### src/rtl/multicycle_pkg.sv
// Shared definitions for the multi-cycle controller: state encodings,
// opcodes, ALU control codes and ALU B-operand select encodings.
package multicycle_pkg;

  typedef enum logic [2:0] {
    ST_IDLE   = 3'd0,
    ST_FETCH  = 3'd1,
    ST_DECODE = 3'd2,
    ST_EXEC   = 3'd3,
    ST_MEM    = 3'd4,
    ST_WB     = 3'd5,
    ST_HALT   = 3'd6
  } state_e;

  // Opcodes live in instr[15:12]
  localparam logic [3:0] OP_ADD  = 4'b0000;
  localparam logic [3:0] OP_SUB  = 4'b0001;
  localparam logic [3:0] OP_AND  = 4'b0010;
  localparam logic [3:0] OP_OR   = 4'b0011;
  localparam logic [3:0] OP_NOR  = 4'b0100;
  localparam logic [3:0] OP_NAND = 4'b0101;
  localparam logic [3:0] OP_SLT  = 4'b0110;
  localparam logic [3:0] OP_ADDI = 4'b0111;
  localparam logic [3:0] OP_LW   = 4'b1000;
  localparam logic [3:0] OP_SW   = 4'b1001;
  localparam logic [3:0] OP_BEQ  = 4'b1010;
  localparam logic [3:0] OP_BNE  = 4'b1011;

  localparam logic [15:0] HALT_INSTR = 16'hFFFF;

  localparam logic [3:0] ALU_AND  = 4'b0000;
  localparam logic [3:0] ALU_OR   = 4'b0001;
  localparam logic [3:0] ALU_ADD  = 4'b0010;
  localparam logic [3:0] ALU_SUB  = 4'b0110;
  localparam logic [3:0] ALU_SLT  = 4'b0111;
  localparam logic [3:0] ALU_NOR  = 4'b1100;
  localparam logic [3:0] ALU_NAND = 4'b1101;

  localparam logic [1:0] SRC_B_REG    = 2'b00;
  localparam logic [1:0] SRC_B_TWO    = 2'b01;
  localparam logic [1:0] SRC_B_IMM    = 2'b10;
  localparam logic [1:0] SRC_B_IMM_SH = 2'b11;

  // R-type instructions occupy the lowest seven opcodes
  function automatic logic is_rtype(input logic [3:0] op);
    return (op <= OP_SLT);
  endfunction

endpackage

### src/rtl/multicycle_alu_decode.sv
// Maps an R-type opcode to its ALU control code. Non-R-type opcodes
// fall back to add so the output is always defined.
module multicycle_alu_decode
  import multicycle_pkg::*;
(
  input  logic [3:0] opcode_i,
  output logic [3:0] alu_control_o
);

  // Pure lookup from opcode to ALU operation
  always_comb begin
    alu_control_o = ALU_ADD;
    case (opcode_i)
      OP_ADD:  alu_control_o = ALU_ADD;
      OP_SUB:  alu_control_o = ALU_SUB;
      OP_AND:  alu_control_o = ALU_AND;
      OP_OR:   alu_control_o = ALU_OR;
      OP_NOR:  alu_control_o = ALU_NOR;
      OP_NAND: alu_control_o = ALU_NAND;
      OP_SLT:  alu_control_o = ALU_SLT;
      default: alu_control_o = ALU_ADD;
    endcase
  end

endmodule

### src/rtl/multicycle_controller.sv
// Multi-cycle sequencing FSM for the 16-bit datapath:
// IDLE -> FETCH -> DECODE -> EXEC -> [MEM] -> [WB] -> FETCH, HALT on 16'hFFFF.
// Outputs are decoded combinationally from the current state and instr.
// Optional build macro MULTICYCLE_MEM_WAIT_EN: MEM stalls until mem_ready.
module multicycle_controller
  import multicycle_pkg::*;
(
  input  logic        clock,
  input  logic        reset,
  input  logic        start,
  input  logic [15:0] instr,
  input  logic        zero,
  input  logic        mem_ready,
  output logic        pc_write,
  output logic        ir_write,
  output logic        ab_write,
  output logic        alu_out_write,
  output logic        mdr_write,
  output logic        reg_write,
  output logic        mem_write,
  output logic        mem_read,
  output logic        reg_dst,
  output logic        mem_to_reg,
  output logic        alu_src_a,
  output logic [1:0]  alu_src_b,
  output logic [3:0]  alu_control,
  output logic        pc_source,
  output logic        halted,
  output logic [2:0]  state
);

  state_e     state_q, state_d;
  logic [3:0] opcode;
  logic [3:0] rtype_alu_ctl;
  logic       mem_done;

  assign opcode = instr[15:12];
  assign state  = state_q;

`ifdef MULTICYCLE_MEM_WAIT_EN
  assign mem_done = mem_ready;
`else
  // Memory always completes in one cycle; mem_ready is intentionally unused
  logic mem_ready_unused;
  assign mem_ready_unused = mem_ready;
  assign mem_done = 1'b1;
`endif

  multicycle_alu_decode u_alu_decode (
    .opcode_i      (opcode),
    .alu_control_o (rtype_alu_ctl)
  );

  // State register; reset aborts any instruction in flight
  always_ff @(posedge clock or posedge reset) begin
    if (reset) state_q <= ST_IDLE;
    else       state_q <= state_d;
  end

  // Next-state and control decode; every output defaults to 0
  always_comb begin
    state_d       = state_q;
    pc_write      = 1'b0;
    ir_write      = 1'b0;
    ab_write      = 1'b0;
    alu_out_write = 1'b0;
    mdr_write     = 1'b0;
    reg_write     = 1'b0;
    mem_write     = 1'b0;
    mem_read      = 1'b0;
    reg_dst       = 1'b0;
    mem_to_reg    = 1'b0;
    alu_src_a     = 1'b0;
    alu_src_b     = SRC_B_REG;
    alu_control   = ALU_AND;
    pc_source     = 1'b0;
    halted        = 1'b0;
    case (state_q)
      ST_IDLE: begin
        if (start) state_d = ST_FETCH;
      end
      ST_FETCH: begin
        // PC <= PC + 2 through the live ALU result
        ir_write    = 1'b1;
        pc_write    = 1'b1;
        alu_src_b   = SRC_B_TWO;
        alu_control = ALU_ADD;
        state_d     = ST_DECODE;
      end
      ST_DECODE: begin
        // Speculatively compute branch target into ALUOut
        ab_write      = 1'b1;
        alu_out_write = 1'b1;
        alu_src_b     = SRC_B_IMM_SH;
        alu_control   = ALU_ADD;
        if (instr == HALT_INSTR)  state_d = ST_HALT;
        else if (opcode >= 4'hC)  state_d = ST_FETCH;
        else                      state_d = ST_EXEC;
      end
      ST_EXEC: begin
        state_d = ST_FETCH;
        if (is_rtype(opcode)) begin
          alu_src_a     = 1'b1;
          alu_out_write = 1'b1;
          alu_control   = rtype_alu_ctl;
          state_d       = ST_WB;
        end else if (opcode == OP_ADDI || opcode == OP_LW || opcode == OP_SW) begin
          alu_src_a     = 1'b1;
          alu_src_b     = SRC_B_IMM;
          alu_control   = ALU_ADD;
          alu_out_write = 1'b1;
          state_d       = (opcode == OP_ADDI) ? ST_WB : ST_MEM;
        end else if (opcode == OP_BEQ || opcode == OP_BNE) begin
          // Compare A-B; taken branch loads PC from ALUOut
          alu_src_a   = 1'b1;
          alu_control = ALU_SUB;
          pc_source   = 1'b1;
          pc_write    = ((opcode == OP_BEQ) && zero) || ((opcode == OP_BNE) && !zero);
        end
      end
      ST_MEM: begin
        state_d = ST_FETCH;
        if (opcode == OP_LW) begin
          mem_read  = 1'b1;
          mdr_write = mem_done;
          state_d   = mem_done ? ST_WB : ST_MEM;
        end else if (opcode == OP_SW) begin
          mem_write = 1'b1;
          state_d   = mem_done ? ST_FETCH : ST_MEM;
        end
      end
      ST_WB: begin
        reg_write  = 1'b1;
        reg_dst    = is_rtype(opcode);
        mem_to_reg = (opcode == OP_LW);
        state_d    = ST_FETCH;
      end
      ST_HALT: begin
        halted = 1'b1;
      end
      default: state_d = ST_IDLE;
    endcase
  end

endmodule

### config.mk
export PLATFORM = sky130hd
export DESIGN_NAME = multicycle_controller
export DESIGN_NICKNAME = d
export VERILOG_FILES = /design/src/rtl/multicycle_pkg.sv /design/src/rtl/multicycle_alu_decode.sv /design/src/rtl/multicycle_controller.sv
export SDC_FILE = /design/constraint.sdc
export NUM_CORES = 1
export LEC_CHECK = 0
export ABC_AREA = 1
export BUFFER_PORTS_ARGS = -buffer_cell sky130_fd_sc_hd__clkbuf_2
export CAP_MARGIN = 10
export CORE_AREA = 2 2 39 41
export CTS_BUF_LIST = sky130_fd_sc_hd__clkbuf_8
export DETAILED_ROUTE_END_ITERATION = 10
export DIE_AREA = 0 0 41 43
export PLACE_DENSITY = 0.77
export RECOVER_POWER = 100
export SYNTH_ARGS = -nofsm -noshare
export SYNTH_HDL_FRONTEND = slang
export SYNTH_SLANG_ARGS = --single-unit
export TNS_END_PERCENT = 1
### constraint.sdc
create_clock -name clock -period 3.1 [get_ports clock]
set_input_delay 0.155 -clock clock [delete_from_list [all_inputs] [get_ports clock]]
set_output_delay 0.155 -clock clock [all_outputs]
set_load 0.005 [all_outputs]
Yosys cells after proc, flatten, opt, wreduce, memory -nomap -nowiden. Cells that the tools add are included.

Flip-flop bits (word level): 3. Output and inout port bits: 22. Logic and storage cells: 74. Input port bits: 21.

Magnitude comparators: 2. Eq/ne operators: 19. Multiplexer cells: 41. Bitwise logic cells: 1. Reductions and logical operators: 10.

Operator list (number): 1-bit 2-to-1 mux (24); 4-bit one-hot mux with 6 select lines (1); 3-bit 2-to-1 mux (7); 3-bit one-hot mux with 7 select lines (1); 16-bit == test, second input constant (1); 4-bit by 3-bit == test with 1-bit output, second input constant (4); 4-bit == test, second input constant (4); 3-bit == test, second input constant (3); 4-bit by 2-bit == test with 1-bit output, second input constant (2); 4-bit one-hot mux with 2 select lines (1); 3-bit by 2-bit == test with 1-bit output, second input constant (2); 2-bit 2-to-1 mux (3); 2-bit one-hot mux with 3 select lines (1); 4-bit by 1-bit == test with 1-bit output, second input constant (1); 4-bit >= comparator, second input constant (1); 4-bit by 3-bit <= comparator with 1-bit output, second input constant (1); 1-bit logical OR (4); 4-bit 2-to-1 mux (1); 1-bit one-hot mux with 2 select lines (2); 3-bit by 1-bit == test with 1-bit output, second input constant (1); 3-bit zero test (1); 1-bit logical AND (2); 2-bit inequality test, second input constant (1); 2-bit AND reduction (1); other kinds (3) (3).

Logic depth before layout (Yosys ltp). Gate-level depths: netlist of run 1.

Depth in word-level cells: 7. Gate-level depth with buffers: 7. Gate-level depth less buffers: 7.

Cells and area by module. Synthesis of run 1 repeated with hierarchy kept, for this count alone.

Cell total of the unflattened synthesis: 98. Area, all modules: 514.2 um^2.

By module, submodules not included: multicycle_controller (instances 1, cells each 78, area an instance 425.4 um^2); multicycle_alu_decode (instances 1, cells each 20, area an instance 88.8 um^2).

Worst setup path after synthesis of run 1. OpenSTA, ideal clock, no wires.

Path kind: flip-flop to output port. Start point: reg state_q[1] (netlist: state[1]). End point: out mem_read. Path buffers: 1. Arrival: 998 ps. Setup slack: 1947 ps. Cell stages (with the launch flop): 5. Required time: 2945 ps. Cells stage by stage: dfrtp_1 -> nor2_1 -> nand2_1 -> nor2_1 -> buf_4.

Word-level cells in the longest chain between the ends: 2.

RTL lines: start, declared (line multicycle_controller.sv:32) `state_e state_q, state_d;`; start signal, assigned (line multicycle_controller.sv:57) `else state_q <= state_d;`; 3-bit == test; 1-bit 2-to-1 mux; end, declared (line multicycle_controller.sv:21) `output logic mem_read,`.

No other way between the ends.

Worst setup path in the final report of run 1.
Start point: reg state_q[1] (netlist: state[1]). End point: out alu_control[1].

Word-level cells in the longest chain between the ends: 3. Elaborated cells between the ends (all ways): 5.

RTL lines: 3-bit by 2-bit == test with 1-bit output / 3-bit by 1-bit == test with 1-bit output (equally long branches) (line multicycle_controller.sv:78) `case (state_q)`; 2-bit OR reduction (no line); 4-bit one-hot mux with 2 select lines (*) (line multicycle_controller.sv:78); end, declared (line multicycle_controller.sv:26) `output logic [3:0] alu_control,`.

Every way passes the cells marked *; elsewhere a longest branch is shown, timed or not.

==> flow_metrics.tcl, run 1 <==
set metrics [dict create \
    clk-insertion-delay-late_ns 0.21 \
    dpl_worst_slack_ns 1.79 \
    clkPwrFrac_pct 61.1 \
    layout_commonest_cell "clkbuf_2" \
    grt_max_degree 8 \
    combPwrFrac_pct 17.0 \
    hp-class "primary input to flip-flop" \
    hpwl_um 1190 \
    ctsLongestPathBuffers 2 \
    rsz0062_at_grt "false" \
    track_usage_pct 17.8 \
    clockRootBuffer "clkbuf_8" \
    critPathMaxFanout 7 \
    largest_reg_flops 3 \
    fp.dieH_um 43 \
    cts_tree "yes" \
    vias 717 \
    num_rows 14 \
    ant_nets 0 \
    end_kind "output pin" \
    fin_crit_ns 1.84 \
    syn_nets 111 \
    power_frac_seq_pct 21.9 \
    placed_cell_area_um2 691 \
    synth.area.top_cells "nand2_1 (17%), dfrtp_1 (16%), nor2_1 (12%), inv_1 (10%), a21oi_1 (7.4%)" \
    slew_headroom_pct 66.1 \
    htreeDepth 1 \
    clock_skew_ns 0.00581 \
    synth.yosys.seq_area_share_pct 15.9 \
    via_per_inst 4.75 \
    port_buffers 41 \
    dr.first_iter.drc_count 15 \
    status "finished clean" \
    final.setup.tns_ns 0 \
    detail_route.wl_per_cell_um 9.29 \
    drt_wl_total_um 1400 \
    core-area_um2 1380 \
    die_w_um 41 \
    intPower_uw 138 \
    antenna_found_initial 0 \
    diodes 0 \
    period_share_pct 59.5 \
    design_area_um2 706 \
    netlist_area_um2 473 \
    worstMarginPinSlew_ns 0.504 \
    cts_made_buffers 3 \
    fin_nets 157 \
    layout_common_cells "clkbuf_2 (34), nand2_1 (24), nor2_1 (17), inv_1 (17)" \
    critPathKind "flip-flop to output pin" \
    clock-sinks 3 \
    r2r_slack_ns 1.76 \
    finalPower_uw 180 \
    drive_above_1_share_pct 30.4 \
    start_kind "flip-flop" \
    timing.fmax_mhz 542 \
    avgSynthCellArea_um2 5.26 \
    fill_cells 153 \
    grt_pass1_wl_um 2240 \
    setup_viol_count_final 0 \
    drc 0 \
    ys_warn_count 0 \
    path_clk_slew_ns 0.04 \
    first_pass_iters 4 \
    io_pins 43 \
    area_delta_synth_final_pct 49.2 \
    first_global_vias 624 \
    overflow 0 \
    cellPowerDensity_nw_per_um2 255 \
    synth_cell_type_count 18 \
    yosys.area.top_type "nand2_1" \
    cp.required_ns 2.94 \
    ys_ff_latch 3 \
    globalplace.congestion 0.809 \
    cp.arrival_ns 1.69 \
    timing.final.max_slew_violations 0 \
    regArea_um2 75.1 \
    multi_input_comb_area_um2 284 \
    worst_slack_ns 1.26 \
    hold_viol 0 \
    syn_inst 90 \
    p_leak_nw 0.405 \
    dieArea_um2 1760 \
    ir_worst_vdd_uv 281 \
    floorplan.initialDensity_pct 34.2 \
    synth_top_area_share_pct 17.5 \
    switching_share_pct 23.6 \
    drv_cap 0 \
    p_sw_uw 42.4 \
    cts_resized 0 \
]
## routing by layer
metal  track usage, %  vias to the layer above  wire (um)
met5                0                        -          0
li1                 -                      370          -
met1             21.9                      299        549
met2             28.4                       42        640
met3             3.14                        6        157
met4             8.00                        0         55
## critical path, cell delays in order, from the launching register on
cell and delay (ns):
dfrtp_1 0.44, inv_1 0.09, nor3_1 0.41, clkinv_1 0.19, nand2_1 0.12, o21bai_1 0.11
clkbuf_2 0.13
## what timing repair did
item,CTS,global route
endpoints found under the hold margin,3,0
hold buffers,1,0
buffers inserted,0,0
setup endpoints to repair,0,0
## cells by family (layout without fill, tap and decap cells)
family / after synthesis / count (layout) / share of synthesized area [%]
compound gates: 17 / 17 / 18.5
buf+inv: 21 / 66 / 17.5
flops: 3 / 3 / 15.9
simple gates: 49 / 49 / 48.1
## power groups by stage
stage	clock, mW	sequential (mW)	combinational [mW]
after CTS	0.111	0.0394	0.0305
final	0.110	0.0394	0.0306
after global placement	0	0.0399	0.0286
after floorplan	0	0.0399	0.0131
after detailed placement	0	0.0399	0.0295
after global routing	0.116	0.0394	0.0349
## stage by stage
step,std cells,utilization (%),hold slack (ns)
final,151,51.0,0.259
after floorplan,90,-,-0.0914
after global placement,146,49.9,-0.00204
after detailed placement,146,49.9,0.0113
after CTS,151,53.9,0.271
after global routing,151,51.0,0.281
## area by class of cell
type	instances	area share, %
Clock buffer	3	5.85
Inverter	20	10.6
Tap cell	16	2.84
Multi-Input combinational cell	66	40.2
Clock inverter	1	0.532
Sequential cell	3	10.6
Timing Repair Buffer	42	29.3
## worst paths after layout
kind,cells after the start,startpoint,end
worst max-delay path,6,state[1],alu_control[1]
worst min-delay path,3,start,state[0]
worst max register to register,4,state[1],state[0]
worst min register to register,2,state[2],state[2]
max in group asynchronous,3,reset,state[2]
min in group asynchronous,3,reset,state[0]
## cell usage after synthesis, drive strengths merged
master  instances
nand2          24
inv            20
nor2           18
o21ai           9
a21oi           7
dfrtp           3
nand3           3
nor3            3
buf             1
nand4           1
o21bai          1
(Power assumes the default switching activity.)
==> inputs of run 2 (changes only) <==
- CORE_AREA: 2 2 39 41 -> not set
- CORE_MARGIN: not set -> 2
- CORE_UTILIZATION: not set -> 34
- DIE_AREA: 0 0 41 43 -> not set
- clock period: 3.1 -> 1.61 ns (I/O delays scaled with it)
==> flow_metrics.tcl, run 2 (synthesis gave the netlist of run 1 again) <==
set metrics [dict create \
    status "finished clean" \
    path_clk_slew_ns 0.03 \
    floorplan.initialDensity_pct 36.3 \
    cts_setup_buffers 0 \
    via_per_inst 4.59 \
    finalPower_uw 344 \
    min_from "start" \
    ctsLongestPathBuffers 2 \
    dieArea_um2 1710 \
    place_inst 145 \
    largest_reg_flops 3 \
    slew_headroom_pct 79.8 \
    r2r_slack_ns 0.47 \
    worstMarginPinSlew_ns 0.300 \
    drv_cap 0 \
    clk-insertion-delay-late_ns 0.21 \
    setup_viol_count_final 0 \
    antenna_found_initial 0 \
    layout_common_cells "clkbuf_2 (34), nand2_1 (22), nor2_1 (15), inv_1 (15)" \
    worst_hold_slack_ns 0.187 \
    worstReg2RegEnd "state[2]" \
    clock-sinks 3 \
    diodes 0 \
    drive_above_1_share_pct 36.3 \
    dpl_worst_slack_ns 0.372 \
    cts_made_buffers 3 \
    dr.first_iter.drc_count 19 \
    switching_share_pct 23.1 \
    worst_slack_ns 0.137 \
    core-area_um2 1300 \
    hold_end "state[0]" \
    hold_viol 0 \
    use_met3_pct 4.79 \
    worstHoldPathCells 3 \
    track_usage_pct 18.2 \
    p_sw_uw 79.4 \
    cts_tree "yes" \
    gr-usage-met1_pct 24.1 \
    timing.final.max_slew_violations 0 \
    final_cells 150 \
    rr_worst_depth 7 \
    reg2reg_from "state[2]" \
    area_delta_synth_final_pct 54.5 \
    rsz0062_at_grt "false" \
    end_kind "output pin" \
    vias 689 \
    critPathMaxFanout 5 \
    drt_wl_total_um 1450 \
    power_frac_seq_pct 22.1 \
    first_global_vias 552 \
    clockRootBuffer "clkbuf_8" \
    cp.arrival_ns 1.39 \
    layout_commonest_cell "clkbuf_2" \
    drc 0 \
    htreeDepth 1 \
    ir_worst_vdd_uv 357 \
    ant_nets 0 \
    clkPwrFrac_pct 60.9 \
    grt_max_degree 8 \
    fp.dieH_um 41.3 \
    port_buffers 41 \
    globalplace.congestion 0.919 \
    critPathKind "flip-flop to output pin" \
    overflow 0 \
    intPower_uw 265 \
    fin_crit_ns 1.47 \
    io_pins 43 \
    detail_route.wl_per_cell_um 9.63 \
    start_kind "flip-flop" \
    cts_resized 0 \
    timing.fmax_mhz 679 \
    grt_pass1_wl_um 2080 \
    p_leak_nw 0.404 \
    cp.required_ns 1.53 \
    die_w_um 41.3 \
    num_rows 13 \
    clock_skew_ns 0.00207 \
    combPwrFrac_pct 17.0 \
    fin_nets 157 \
    cellPowerDensity_nw_per_um2 471 \
    gr-max-usage-layer "met2" \
    hpwl_um 1200 \
    final.setup.tns_ns 0 \
    hp-class "primary input to flip-flop" \
    grt.met2_usage_pct 31.3 \
    first_pass_iters 4 \
    period_share_pct 91.5 \
]
[run 2: changes by cell type in the layout (fill, tap and decap cells not counted), moves of 2 or more]
cell	previous run	this run
inv_2	3	6
nor2_1	17	15
nand2_2	0	2
inv_1	17	15
nand2_1	24	22
[run 2: worst max-delay path by stage]
stage                         from              to  slack [ns]  cells after the start
after detailed placement  state[2]  alu_control[1]        0.37                      6
after global placement    state[1]  alu_control[1]        0.39                      6
after CTS                 state[2]  alu_control[1]        0.14                      6
after floorplan           state[1]        mem_read        0.53                      4
after global routing      state[1]  alu_control[1]        0.03                      6
final                     state[2]  alu_control[2]        0.14                      6
[run 2: metrics by stage]
step / cell area, um^2 / util, %
2_1_floorplan: 473 / -
3_3_place_gp: 689 / 53.0
3_5_place_dp: 689 / 53.0
4_1_cts: 744 / 57.2
5_1_grt: 731 / 56.2
6_report: 731 / 56.2
[run 2: power by group through the flow]
stage / clock [mW] / sequential [mW] / combinational, mW
floorplan: 0 / 0.0768 / 0.0253
global placement: 0 / 0.0768 / 0.0556
detailed placement: 0 / 0.0768 / 0.0565
CTS: 0.215 / 0.0760 / 0.0587
global route: 0.223 / 0.0759 / 0.0671
finish: 0.209 / 0.0760 / 0.0586
[run 2: what timing repair did]
item,in CTS,in global routing
endpoints found under the hold margin,3,0
setup endpoints to repair,0,0
hold buffers,1,0
[run 2: routing by layer]
metal	wire length, um	up-vias
li1	-	366
met1	605	289
met2	716	34
met3	123	0
met4	0	0
met5	0	-
[run 2: worst max-delay path: stages, from the launching register on]
cell      delay, ns
dfrtp_1        0.43
inv_2          0.12
nand2_2        0.09
nor2_4         0.17
o21ai_0        0.11
a21oi_1        0.13
clkbuf_2       0.13
[run 2: layout make-up]
class / count / area [um^2]
inverter: 20 / 75.1
multi-input combinational: 66 / 310
fill: 154 / 571
sequential: 3 / 75.1
timing repair buffer: 42 / 206
clock buffer: 3 / 41.3
tap: 15 / 18.8
clock inverter: 1 / 3.75
==> inputs of run 3 (changes only) <==
- REMOVE_ABC_BUFFERS: not set -> 1
==> flow_metrics.tcl, run 3 (synthesis gave the netlist of run 1 again) <==
set metrics [dict create \
    clock-sinks 3 \
    slew_headroom_pct 80.1 \
    vias 679 \
    fin_util_pct 56.2 \
    cellPowerDensity_nw_per_um2 465 \
    power_frac_seq_pct 22.4 \
    design_area_um2 731 \
    fill_cells 138 \
    die_w_um 41.3 \
    grt_max_degree 8 \
    hold_end "state[0]" \
    p_leak_nw 0.401 \
    critPathMaxFanout 5 \
    p_sw_uw 75.2 \
    cts_tree "yes" \
    worstHoldPathCells 3 \
    port_buffers 41 \
    critPathKind "flip-flop to output pin" \
    ant_nets 0 \
    timing.final.max_slew_violations 0 \
    dieArea_um2 1710 \
    fin_nets 157 \
    detail_route.wl_per_cell_um 8.72 \
    cts_made_buffers 3 \
    io_pins 43 \
    regArea_um2 75.1 \
    fin_crit_ns 1.50 \
    drive_above_1_share_pct 35.6 \
    area_delta_synth_final_pct 54.5 \
    ctsLongestPathBuffers 2 \
    worst_hold_slack_ns 0.207 \
    multi_input_comb_area_um2 310 \
    status "finished clean" \
    diodes 0 \
    intPower_uw 264 \
    drc 0 \
    antenna_found_initial 0 \
    first_global_vias 496 \
    combPwrFrac_pct 17.0 \
    via_per_inst 4.53 \
    drv_cap 0 \
    largest_reg_flops 3 \
    dr.first_iter.drc_count 26 \
    start_kind "flip-flop" \
    clk-insertion-delay-late_ns 0.21 \
    globalplace.congestion 0.891 \
    floorplan.initialDensity_pct 36.3 \
    clkPwrFrac_pct 60.6 \
    clockRootBuffer "clkbuf_8" \
    reg2reg_from "state[1]" \
    timing.fmax_mhz 668 \
    hpwl_um 1140 \
    period_share_pct 92.9 \
    hp-class "primary input to flip-flop" \
    clock_skew_ns 0.00170 \
    worst_slack_ns 0.114 \
    drt_wl_total_um 1310 \
    num_rows 13 \
    fp.dieH_um 41.3 \
    placed_cell_area_um2 689 \
    r2r_slack_ns 0.51 \
    dpl_worst_slack_ns 0.370 \
    final.setup.tns_ns 0 \
    worstMarginPinSlew_ns 0.297 \
    layout_commonest_cell "clkbuf_2" \
    end_kind "output pin" \
    cp.arrival_ns 1.42 \
    layout_common_cells "clkbuf_2 (34), nand2_1 (22), inv_1 (16)" \
    setup_viol_count_final 0 \
    htreeDepth 1 \
    switching_share_pct 22.1 \
    worstReg2RegEnd "state[0]" \
    core-area_um2 1300 \
    first_pass_iters 7 \
    cp.required_ns 1.53 \
    overflow 0 \
    ir_worst_vdd_uv 622 \
    rsz0062_at_grt "false" \
    hold_viol 0 \
    grt_pass1_wl_um 1950 \
    rr_worst_depth 4 \
    min_from "start" \
    path_clk_slew_ns 0.03 \
    track_usage_pct 16.9 \
]
[run 3: cell types whose count changed in the layout (fill, tap and decap cells not counted)]
| cell | change |
|---|---|
| inv_1 | +1 |
| inv_2 | -1 |
[run 3: metal layers]
metal  global-route usage (%)  routed length [um]  vias to the layer above
met5                        0                   0                        -
met4                        0                   0                        0
met3                     3.19                  92                        0
met2                     29.7                 640                       29
met1                     22.6                 575                      283
li1                         -                   -                      367
[run 3: timing repair]
item                                    4_1_cts  5_1_grt
hold buffers                                  1        0
resized for setup                             0        0
endpoints found under the setup margin        0        0
endpoints found under the hold margin         3        0
setup buffers                                 0        0
[run 3: stage by stage]
step | power [mW] | instances
after floorplan | 0.102 | 89
after global placement | 0.131 | 145
after detailed placement | 0.132 | 145
after CTS | 0.346 | 150
after global routing | 0.363 | 150
final | 0.340 | 150
[run 3: worst max-delay path, stage by stage (launching register included)]
cell and delay [ns]:
dfrtp_1 0.43, inv_2 0.11, nand2_2 0.08, nor2_4 0.14, inv_1 0.10, o21ai_0 0.19, clkbuf_2 0.14
[run 3: final cells by class]
| type | count | share of cell area [%] |
|---|---|---|
| inverter | 20 | 10.3 |
| sequential | 3 | 10.3 |
| timing repair buffer | 42 | 28.3 |
| tap | 15 | 2.57 |
| clock inverter | 1 | 0.514 |
| multi-input combinational | 66 | 42.5 |
| clock buffer | 3 | 5.65 |
[run 3: power by group through the flow]
stage	combinational [mW]	sequential [mW]	clock, mW
after floorplan	0.0253	0.0768	0
after global placement	0.0546	0.0768	0
after detailed placement	0.0556	0.0768	0
after CTS	0.0576	0.0759	0.212
after global routing	0.0674	0.0759	0.220
final	0.0577	0.0760	0.206
[run 3: worst max path at each step]
stage | cells after the start | endpoint | slack [ns] | startpoint
final | 6 | alu_src_b[1] | 0.11 | state[2]
after global routing | 6 | alu_src_b[1] | 0.04 | state[2]
after CTS | 6 | alu_control[1] | 0.14 | state[1]
after detailed placement | 6 | alu_control[1] | 0.37 | state[1]
after global placement | 6 | alu_control[1] | 0.37 | state[1]
after floorplan | 6 | alu_control[1] | 0.53 | state[2]
